==> src/rtl/fetch_unit_pkg.sv <==
// Shared definitions for the instruction-fetch stage.
//   state_t       : fetch sequencer states
//   PCSRC_*       : next-PC select encodings driven by the controller
//   TRAP_*        : trap cause codes reported on trap_cause
//   NOP_INSTR     : instruction held in Instr out of reset (addi x0,x0,0)
package fetch_unit_pkg;

    typedef enum logic [1:0] {
        BOOT  = 2'd0,
        FETCH = 2'd1,
        ISSUE = 2'd2,
        HALT  = 2'd3
    } state_t;

    localparam logic [1:0] PCSRC_PLUS4  = 2'b00;
    localparam logic [1:0] PCSRC_BRANCH = 2'b01;
    // JALR is selected by any code with bit 1 set (2'b1x).
    localparam logic [1:0] PCSRC_JALR   = 2'b10;

    localparam logic [1:0] TRAP_NONE     = 2'b00;
    localparam logic [1:0] TRAP_MISALIGN = 2'b01;
    localparam logic [1:0] TRAP_TIMEOUT  = 2'b10;

    localparam logic [31:0] NOP_INSTR = 32'h0000_0013;

endpackage

==> src/rtl/fetch_unit_pc_next_calc.sv <==
// Next-PC computation for the fetch stage (purely combinational).
//   PC         in  32  current architectural PC
//   PCSrc      in  2   00 PC+4, 01 PC+ImmExt, 1x ALUResult with bit0 cleared
//   ImmExt     in  32  sign-extended immediate
//   ALUResult  in  32  JALR target
//   NextPC     out 32  selected next PC (modulo 2^32)
//   misaligned out 1   NextPC is not word aligned
module pc_next_calc
    import fetch_unit_pkg::*;
(
    input  logic [31:0] PC,
    input  logic [1:0]  PCSrc,
    input  logic [31:0] ImmExt,
    input  logic [31:0] ALUResult,
    output logic [31:0] NextPC,
    output logic        misaligned
);

    always_comb begin
        NextPC = PC + 32'd4;
        case (PCSrc)
            PCSRC_PLUS4:  NextPC = PC + 32'd4;
            PCSRC_BRANCH: NextPC = PC + ImmExt;
            // Both 2'b10 and 2'b11 select the JALR target.
            default:      NextPC = ALUResult & ~32'd1;
        endcase
        misaligned = |NextPC[1:0];
    end

endmodule

==> src/rtl/fetch_unit.sv <==
// Instruction fetch and PC sequencing stage.
//   clk, reset         clock and synchronous active-high reset
//   PCSrc/ImmExt/ALUResult/exec_done   next-PC inputs from execute
//   imem_req/imem_addr/imem_ack/imem_rdata   instruction memory handshake
//   Instr/PC/PCPlus4/instr_valid       held instruction presented to decode
//   halted/trap_cause/trap_addr        trap reporting (misaligned target, fetch timeout)
//   retired            count of accepted exec_done
module fetch_unit
    import fetch_unit_pkg::*;
#(
    parameter logic [31:0] RESET_PC = 32'h0000_0000,
    parameter int unsigned TIMEOUT  = 16
) (
    input  logic        clk,
    input  logic        reset,
    input  logic [1:0]  PCSrc,
    input  logic [31:0] ImmExt,
    input  logic [31:0] ALUResult,
    input  logic        exec_done,
    output logic        imem_req,
    output logic [31:0] imem_addr,
    input  logic        imem_ack,
    input  logic [31:0] imem_rdata,
    output logic [31:0] Instr,
    output logic [31:0] PC,
    output logic [31:0] PCPlus4,
    output logic        instr_valid,
    output logic        halted,
    output logic [1:0]  trap_cause,
    output logic [31:0] trap_addr,
    output logic [31:0] retired
);

    localparam logic [7:0] TIMEOUT_LAST = 8'(TIMEOUT - 1);

    state_t      state;
    logic [7:0]  timeout_cnt;
    logic [31:0] next_pc;
    logic        next_misaligned;

    pc_next_calc u_pc_next_calc (
        .PC         (PC),
        .PCSrc      (PCSrc),
        .ImmExt     (ImmExt),
        .ALUResult  (ALUResult),
        .NextPC     (next_pc),
        .misaligned (next_misaligned)
    );

    always_ff @(posedge clk) begin
        if (reset) begin
            state       <= BOOT;
            PC          <= RESET_PC;
            Instr       <= NOP_INSTR;
            trap_cause  <= TRAP_NONE;
            trap_addr   <= '0;
            retired     <= '0;
            timeout_cnt <= '0;
        end else begin
            case (state)
                BOOT: begin
                    state       <= FETCH;
                    timeout_cnt <= '0;
                end
                FETCH: begin
                    // An ack in the final timeout cycle still wins.
                    if (imem_ack) begin
                        Instr <= imem_rdata;
                        state <= ISSUE;
                    end else if (timeout_cnt == TIMEOUT_LAST) begin
                        trap_cause <= TRAP_TIMEOUT;
                        trap_addr  <= PC;
                        state      <= HALT;
                    end else begin
                        timeout_cnt <= timeout_cnt + 8'd1;
                    end
                end
                ISSUE: begin
                    if (exec_done) begin
                        retired <= retired + 32'd1;
                        if (next_misaligned) begin
                            trap_cause <= TRAP_MISALIGN;
                            trap_addr  <= next_pc;
                            state      <= HALT;
                        end else begin
                            PC          <= next_pc;
                            timeout_cnt <= '0;
                            state       <= FETCH;
                        end
                    end
                end
                default: state <= HALT;
            endcase
        end
    end

    // Request and valid are forced low while reset is held.
    assign imem_req    = (state == FETCH) && !reset;
    assign instr_valid = (state == ISSUE) && !reset;
    assign halted      = (state == HALT);
    assign imem_addr   = PC;
    assign PCPlus4     = PC + 32'd4;

endmodule

==> config.mk <==
export PLATFORM = sky130hd
export DESIGN_NAME = fetch_unit
export DESIGN_NICKNAME = d
export VERILOG_FILES = /design/src/rtl/fetch_unit_pkg.sv /design/src/rtl/fetch_unit_pc_next_calc.sv /design/src/rtl/fetch_unit.sv
export SDC_FILE = /design/constraint.sdc
export NUM_CORES = 1
export LEC_CHECK = 0
export BUFFER_PORTS_ARGS = -buffer_cell sky130_fd_sc_hd__buf_2
export CAP_MARGIN = 20
export CORE_ASPECT_RATIO = 0.8
export CORE_MARGIN = 5
export CORE_UTILIZATION = 46
export CTS_CLUSTER_DIAMETER = 200
export DETAILED_ROUTE_END_ITERATION = 10
export GPL_ROUTABILITY_DRIVEN = 0
export PLACE_DENSITY_LB_ADDON = 0.3
export SLEW_MARGIN = 20
export SYNTH_ARGS = -nofsm -noshare
export SYNTH_HDL_FRONTEND = slang
export SYNTH_SLANG_ARGS = --single-unit
==> constraint.sdc <==
create_clock -name clk -period 3.7 [get_ports clk]
set_input_delay 0.37 -clock clk [delete_from_list [all_inputs] [get_ports clk]]
set_output_delay 0.37 -clock clk [all_outputs]
set_load 0.005 [all_outputs]
# Yosys cells after proc, flatten, opt, wreduce, memory -nomap -nowiden
# Index checks and enable logic that the tools add are counted.
# totals
reg_bits,140
output_inout_bits,197
inputBits,102
# classes
add_sub_neg,4
n_reduce_logical,14
n_mux,21
eq_ne,12
bitwise,1
# ops
operator,n
32-bit two-way mux,4
32-bit one-hot mux with 2 select lines,2
32-bit by 1-bit adder with 32-bit output (second input constant),1
32-bit by 3-bit adder with 32-bit output (second input constant),1
32-bit adder,1
8-bit two-way mux,4
8-bit one-hot mux with 3 select lines,1
2-bit two-way mux,8
2-bit inequality test (second input constant),6
5-bit AND reduction,2
8-bit by 1-bit adder with 8-bit output (second input constant),1
8-bit by 4-bit equality test with 1-bit output (second input constant),1
2-bit one-hot mux with 3 select lines,1
2-bit AND reduction,3
2-bit by 1-bit equality test with 1-bit output (second input constant),2
2-bit equality test (second input constant),2
2-bit zero test,2
2-bit one-hot mux with 2 select lines,1
3-bit inequality test (second input constant),1
3-bit AND reduction,1
3-bit nonzero test,1
1-bit logical AND,2
2-bit nonzero test,1
2-bit OR reduction,1
2 further kinds,2

# Logic depth before layout (Yosys ltp)
# Gate-level depths: netlist of the first run.
# depth
depth_word,6
depth_mapped,11

# Hierarchy
# Synthesis of the first run repeated with hierarchy kept, for this count alone.
# unflattened
cells_unflattened,1278
area_unflattened_um2,9623.0
# modules_own_cells
mod,n_inst,cells_per_inst,seq_area_each_um2,area_per_inst_um2
fetch_unit,1,828,2802.7,6523.8
pc_next_calc,1,450,0.0,3099.2

# Least setup slack after synthesis of the first run
# No wires, ideal clock.
# synth_timing
path_kind,register to register
from,register PC[0]
to,register trap_addr[30]
arrival_time_ns,2.621
path_stages_with_launch,11
n_path_buf,0
slack_ns,1.003
synth_period_minus_slack_ns,2.697
setup_ns,0.076
required_ns,3.624
path_cell_list,dfxtp_1 -> ha_1 -> fa_1 -> a21oi_2 -> o211a_1 -> nor3_4 -> o31ai_2 -> o41a_1 -> o21ai_1 -> or3b_1 -> o22ai_1
# synth_via
elab_chain_len,5
# synth_lines
item,line_no,text
start: declaration,fetch_unit.sv:25,"output logic [31:0] PC,"
start signal: assignment,fetch_unit.sv:86,PC <= next_pc;
32-bit adder or 32-bit by 3-bit adder with 32-bit output (tied branches),"fetch_unit_pc_next_calc.sv:23, fetch_unit_pc_next_calc.sv:22",
32-bit one-hot mux with 2 select lines (*),fetch_unit_pc_next_calc.sv:21,case (PCSrc)
2-bit OR reduction or 32-bit two-way mux (tied branches),"fetch_unit_pc_next_calc.sv:27, fetch_unit.sv:81",
2-bit inequality test (no line) or 32-bit two-way mux (tied branches),--,
5-bit AND reduction (no line) or 32-bit one-hot mux with 2 select lines (tied branches),--,
end signal: assignment,fetch_unit.sv:83,trap_addr <= next_pc;
end: declaration,fetch_unit.sv:30,"output logic [31:0] trap_addr,"
# Mark *: on every way between the ends. The rest lies on a longest branch, timed or not. The select of a mux whose other input is x is not followed.
# A chain may end at the register's enable or synchronous reset.

# Worst setup path after layout of the first run
# layout_timing
from,register PC[5]
to,output PCPlus4[21]
# layout_via
elab_chain_len,1
# layout_lines
item,line_no,text
32-bit by 3-bit adder with 32-bit output,fetch_unit.sv:102,assign PCPlus4 = PC + 32'd4;
end: declaration,fetch_unit.sv:26,"output logic [31:0] PCPlus4,"
# Every way passes these cells.

==> impl_metrics.yaml, run 1 <==
critical_path:
  cpMaxStageDelayCell: "nor3_1"
  startpoint_type: "flop"
  cpLargestDelayFamily: "simple AND/OR/NAND/NOR gates"
  worstSetupPathType: "flop to output pin"
  worstSetupEndpointType: "output pin"
  cp_slowest_stage_delay_ns: 0.74
  worstPathCellList: "and3_1 -> nand4_1 -> nor3_1 -> and4_1 -> xor2_1 -> buf_2"
  cp_num_buf_inv: 1
  required_ns: 3.33
  arrival_ns: 2.96
  critical_path.max_fanout: 8
placement:
  dp_hpwl_mm: 22.40
  numPortBuffers: 297
  dp.cells: 1617
  post-place-ws_ns: 0.5356
cells_and_area:
  n_antenna_cell: 0
  layout_commonest_cell: "buf_2"
  finalNetCount: 1520
  layout-drive-gt1-share_pct: 26.79
  area_growth_pct: 24.45
  layoutNonFillerInstCount: 1649
  mostFrequentLayoutCells: "buf_2 (296), nand2_1 (172), dfxtp_1 (140)"
global_route:
  overflow: 0
  grt_pass1_vias: 8509
  antenna_found_initial: 0
  grt_max_degree: 65
  track_usage_pct: 26.21
  grt_pass1_wl_mm: 45.94
drt:
  via_per_inst: 5.647
  routed_wl_mm: 29.79
  drt_iter0_drc: 830
  num_vias: 9312
  drtPass1Iterations: 5
  antenna_left: 0
  route.detailed.drc: 0
  wl_per_cell_um: 18.07
synthesis:
  synth_nets: 1267
  synth_flop_cell: "dfxtp_1"
  ys_seq_elements: 140
  synth_cells: 1130
  synth_warnings: 0
  ys_types: 71
  yosys-top-cells-area: "dfxtp_1 (33%), nand2_1 (7.5%), a21oi_1 (6.1%)"
  synth_top_area_cell: "dfxtp_1"
  async_reset_ff_share_pct: 0
  syn_area_mm2: 0.008623
  yosysSeqAreaShare_pct: 32.50
  syn_area_per_cell_um2: 7.631
  synth_top_area_share_pct: 32.50
  synth_edf_count: 0
power:
  finalPower_mw: 3.554
  leakagePower_nw: 5.153
  ir_drop_mv: 0.3421
  p_per_area_mw_per_mm2: 331.2
clocking:
  cts-root-buf: "clkbuf_16"
  numCtsBuffers: 17
  post_cts_buffers: 0
  clkLatencyLatePin_ns: 0.41
  path_clk_slew_ns: 0.06
  clockBufferDepth: 2
  htreeDepth: 4
  cts.sinks: 140
  cts-resized-gates: 0
  hold_buffers: 0
  cts_tree: "done"
sta:
  tightest_slew_ns: 0.7832
  slew_headroom_pct: 46.44
  period_minus_slack_ns: 3.329
  fin_worst_skew_ns: 0.01131
  hold_viol: 0
  max_freq_mhz: 300.4
  fin_crit_sh_pct: 89.98
  rsz0062_at_grt: "false"
  hold_slack_ns: 0.1784
  post-route-worst-setup-slack_ns: 0.3707
  report.final.slew_viol_count: 0
  setup-tns-final_ns: 0
  finalSetupViolCount: 0
floorplan:
  coreArea_mm2: 0.01828
  die_y_um: 132.5
  die-area_mm2: 0.02160
  pin_count: 299
  die_w_um: 163.1
  rows: 44
  initial_core_util_pct: 47.18
outcome:
  status: "complete, no violations"
job:
  drv_cap: 0
min_path:
  worstHoldPathType: "primary input to flop"
==> sequential cells by signal, indices dropped and copies added, names as in the netlist <==
register     cells
PC              32
retired         32
state            2
trap_addr       32
timeout_cnt      8
Instr           32
trap_cause       2
==> synthesized netlist by cell type (3+ instances only) <==
master / count
a311o_1: 3
o221ai_1: 6
mux2i_1: 5
nor2_1: 85
and3_1: 42
ha_1: 34
nand3b_1: 4
nand2_1: 172
o211ai_1: 8
and2_1: 7
a211o_1: 3
o31ai_1: 4
xnor2_1: 35
clkbuf_1: 59
a211oi_1: 7
nor2b_1: 7
o41ai_1: 4
or3_1: 8
nand2b_1: 10
o2111ai_1: 3
a21oi_1: 105
o21ai_0: 47
a22oi_1: 3
nand3_1: 61
o21a_1: 15
nor4_1: 4
o22ai_1: 21
nor3_1: 17
a21o_1: 24
dfxtp_1: 140
a31oi_1: 20
inv_1: 14
nand4_1: 19
xor2_1: 38
and4_1: 11
buf_1: 3
o21bai_1: 4
buf_4: 34
==> per-stage QoR <==
| stage | area, um^2 | utilization, % |
|---|---|---|
| 2_1_floorplan | 8623 | - |
| 3_3_place_gp | 10190 | 55.77 |
| 3_5_place_dp | 10190 | 55.77 |
| 4_1_cts | 10730 | 58.71 |
| 5_1_grt | 10730 | 58.71 |
| 6_report | 10730 | 58.71 |
==> final timing paths <==
check                      from       endpoint  slack (ns)  cells past startpoint
hold reg to reg       Instr[29]      Instr[29]        0.45                      2
hold / removal    imem_rdata[1]       Instr[1]        0.18                      3
setup reg to reg          PC[1]  trap_addr[29]        0.38                      9
setup / recovery          PC[5]    PCPlus4[21]        0.37                      6
==> final cells by class <==
cell class | count | area (um^2)
Fill cell | 1782 | 7546
Inverter | 16 | 60.06
Multi-Input combinational cell | 878 | 5279
Clock inverter | 12 | 90.09
Clock buffer | 20 | 446.7
Tap cell | 253 | 316.6
Timing Repair Buffer | 330 | 1737
Sequential cell | 140 | 2803
==> power by group <==
part,internal [mW],switching (mW),total [mW]
clock network,0.879,0.666,1.55
registers,1.54,0.0224,1.56
logic,0.175,0.275,0.451
==> cell families after synthesis <==
kind of cell	Yosys count	synth area share [%]
buf+inv	112	6.355
fa+ha+maj	35	5.165
mux	6	0.7110
xor+xnor	73	7.414
simple gates	458	25.42
flops	140	32.50
compound gates	306	22.43
==> per-layer routing <==
metal	global-route usage, %	share of wire [%]
met5	0	0
met4	8.384	2.6
met3	5.784	9.4
met2	41.54	45
met1	35.64	43
==> worst reg2reg max path, delay by kind of cell (launching register included) <==
family,cells,cell delay (ns)
mux,1,0.26
flops,1,0.52
compound gates,6,1.93
fa+ha+maj,1,0.31
simple gates,1,0.24
(Power assumes the default switching activity.)
==> run 2: changes to the inputs <==
--- a/config.mk
+++ b/config.mk
@@ -9,7 +9,7 @@
 export CAP_MARGIN = 20
 export CORE_ASPECT_RATIO = 0.8
 export CORE_MARGIN = 5
-export CORE_UTILIZATION = 46
+export CORE_UTILIZATION = 40
 export CTS_CLUSTER_DIAMETER = 200
 export DETAILED_ROUTE_END_ITERATION = 10
 export GPL_ROUTABILITY_DRIVEN = 0
==> constraint.sdc (replaced) <==
create_clock -name clk -period 3.8 [get_ports clk]
set_input_delay 0.38 -clock clk [delete_from_list [all_inputs] [get_ports clk]]
set_output_delay 0.38 -clock clk [all_outputs]
set_load 0.005 [all_outputs]
==> run 2 against run 1 <==
Against the previous run: die area is 14% higher; flip-flop and latch count is the same; first-iteration DRC count fell by 18%; design area is 0.44% higher; largest power group is now clock; highest routed layer is now met5.
==> impl_metrics.yaml, run 2 (synthesis gave the netlist of run 1 again) <==
sta:
  tightest_slew_ns: 0.9982
  slew_headroom_pct: 33.21
  finalSetupViolCount: 0
  setup-tns-final_ns: 0
  period_minus_slack_ns: 3.401
  max_freq_mhz: 294.0
  post-route-worst-setup-slack_ns: 0.3988
  rsz0062_at_grt: "false"
  hold_viol: 0
  report.final.slew_viol_count: 0
  fin_crit_sh_pct: 89.51
  fin_worst_skew_ns: 0.01037
clocking:
  cts_tree: "done"
  hold_buffers: 0
  cts-resized-gates: 0
  htreeDepth: 4
  path_clk_slew_ns: 0.06
  clockBufferDepth: 2
  post_cts_buffers: 0
  cts-root-buf: "clkbuf_16"
  clkLatencyLatePin_ns: 0.41
  cts.sinks: 140
  numCtsBuffers: 17
cells_and_area:
  postLayoutCoreUtil_pct: 50.42
  area_growth_pct: 25.00
  final.fill_count: 2157
  multi_input_area_mm2: 0.005276
  layoutNonFillerInstCount: 1667
  finalNetCount: 1517
  seq_area_mm2: 0.002803
  mostFrequentLayoutCells: "buf_2 (296), nand2_1 (172), dfxtp_1 (140)"
  layout-drive-gt1-share_pct: 26.53
  layout_commonest_cell: "buf_2"
critical_path:
  cpLargestDelayFamily: "compound AO/OA/AOI/OAI gates"
  required_ns: 4.05
  startpoint_type: "flop"
  arrival_ns: 3.65
  worstSetupEndpointType: "flop"
  worstSetupPathType: "flop to flop"
  critical_path.max_fanout: 9
  worstPathCellList: "ha_1 -> a21o_1 -> and4_1 -> o2111ai_1 -> a21oi_1 -> o21a_1 -> o31a_1 -> a221oi_1 -> o22ai_1"
  cp_slowest_stage_delay_ns: 0.65
  cpMaxStageDelayCell: "o2111ai_1"
  regToRegSetupSlack_ns: 0.40
  cp_num_buf_inv: 0
floorplan:
  die_y_um: 141.3
  coreArea_mm2: 0.02138
  rows: 48
  pin_count: 299
  die_w_um: 174.2
  initial_core_util_pct: 40.33
  die-area_mm2: 0.02461
drt:
  routed_wl_mm: 30.94
  antenna_left: 0
  drtPass1Iterations: 5
  wl_per_cell_um: 18.56
  via_per_inst: 5.605
  drt_iter0_drc: 683
  num_vias: 9344
  route.detailed.drc: 0
power:
  leakagePower_nw: 5.170
  p_per_area_mw_per_mm2: 335.0
  ir_drop_mv: 0.3155
  finalPower_mw: 3.611
min_path:
  worstHoldPathType: "primary input to flop"
placement:
  dp.cells: 1636
  post-place-ws_ns: 0.4790
  numPortBuffers: 297
  dp_hpwl_mm: 23.07
outcome:
  status: "complete, no violations"
global_route:
  grt_pass1_vias: 8697
  grt_pass1_wl_mm: 47.76
  track_usage_pct: 23.90
  grt_max_degree: 63
  overflow: 0
  antenna_found_initial: 2
job:
  drv_cap: 0
[run 2: cell types whose count changed in the layout (fill, tap and decap cells not counted), sizes merged]
cell and delta:
buf -3, bufinv +3, clkinv +3, clkinvlp -3, inv -3, clkbuf -2
diode +1
[run 2: cell type report]
cell class / instances / area share [%]
diodes: 1 / 0.02322
clock buffers: 18 / 3.981
clock inverters: 12 / 1.393
inverters: 16 / 0.5572
multi-input cells: 878 / 48.95
flip-flops and latches: 140 / 26.00
well taps: 275 / 3.192
repair buffers: 327 / 15.90
[run 2: where the power goes]
part	total, mW	leakage, nW	internal [mW]	switching (mW)
sequential	1.52	1.13	1.50	0.0216
combinational	0.440	3.76	0.169	0.271
clock	1.65	0.277	1.02	0.632
[run 2: path summary, 6_finish.rpt]
kind,cells after the start,start,end
max reg2reg,9,PC[1],trap_addr[21]
min reg2reg,2,Instr[5],Instr[5]
max,9,PC[1],trap_addr[21]
min,3,imem_rdata[1],Instr[1]
[run 2: worst register-to-register path, cell delays in order, from the launching register on]
cell and delay [ns]:
dfxtp_1 0.52, ha_1 0.30, a21o_1 0.22, and4_1 0.24, o2111ai_1 0.65, a21oi_1 0.28
o21a_1 0.28, o31a_1 0.24, a221oi_1 0.39, o22ai_1 0.14
[run 2: per-layer routing]
layer,routed length (um),GRT usage (%),part of all wire (%),vias to the layer above
li1,-,-,-,4535
met1,13760,32.42,44,4312
met2,13850,37.98,45,450
met3,2915,7.192,9.4,45
met4,405,5.081,1.3,2
met5,12,0,0.039,-
[run 2: metrics by stage]
stage                     cell area (um^2)  hold slack (ns)
after floorplan                       8623           0.4527
after global placement               10200           0.4388
after detailed placement             10200           0.4449
after CTS                            10780           0.1625
after global routing                 10780           0.1755
final                                10780           0.1826
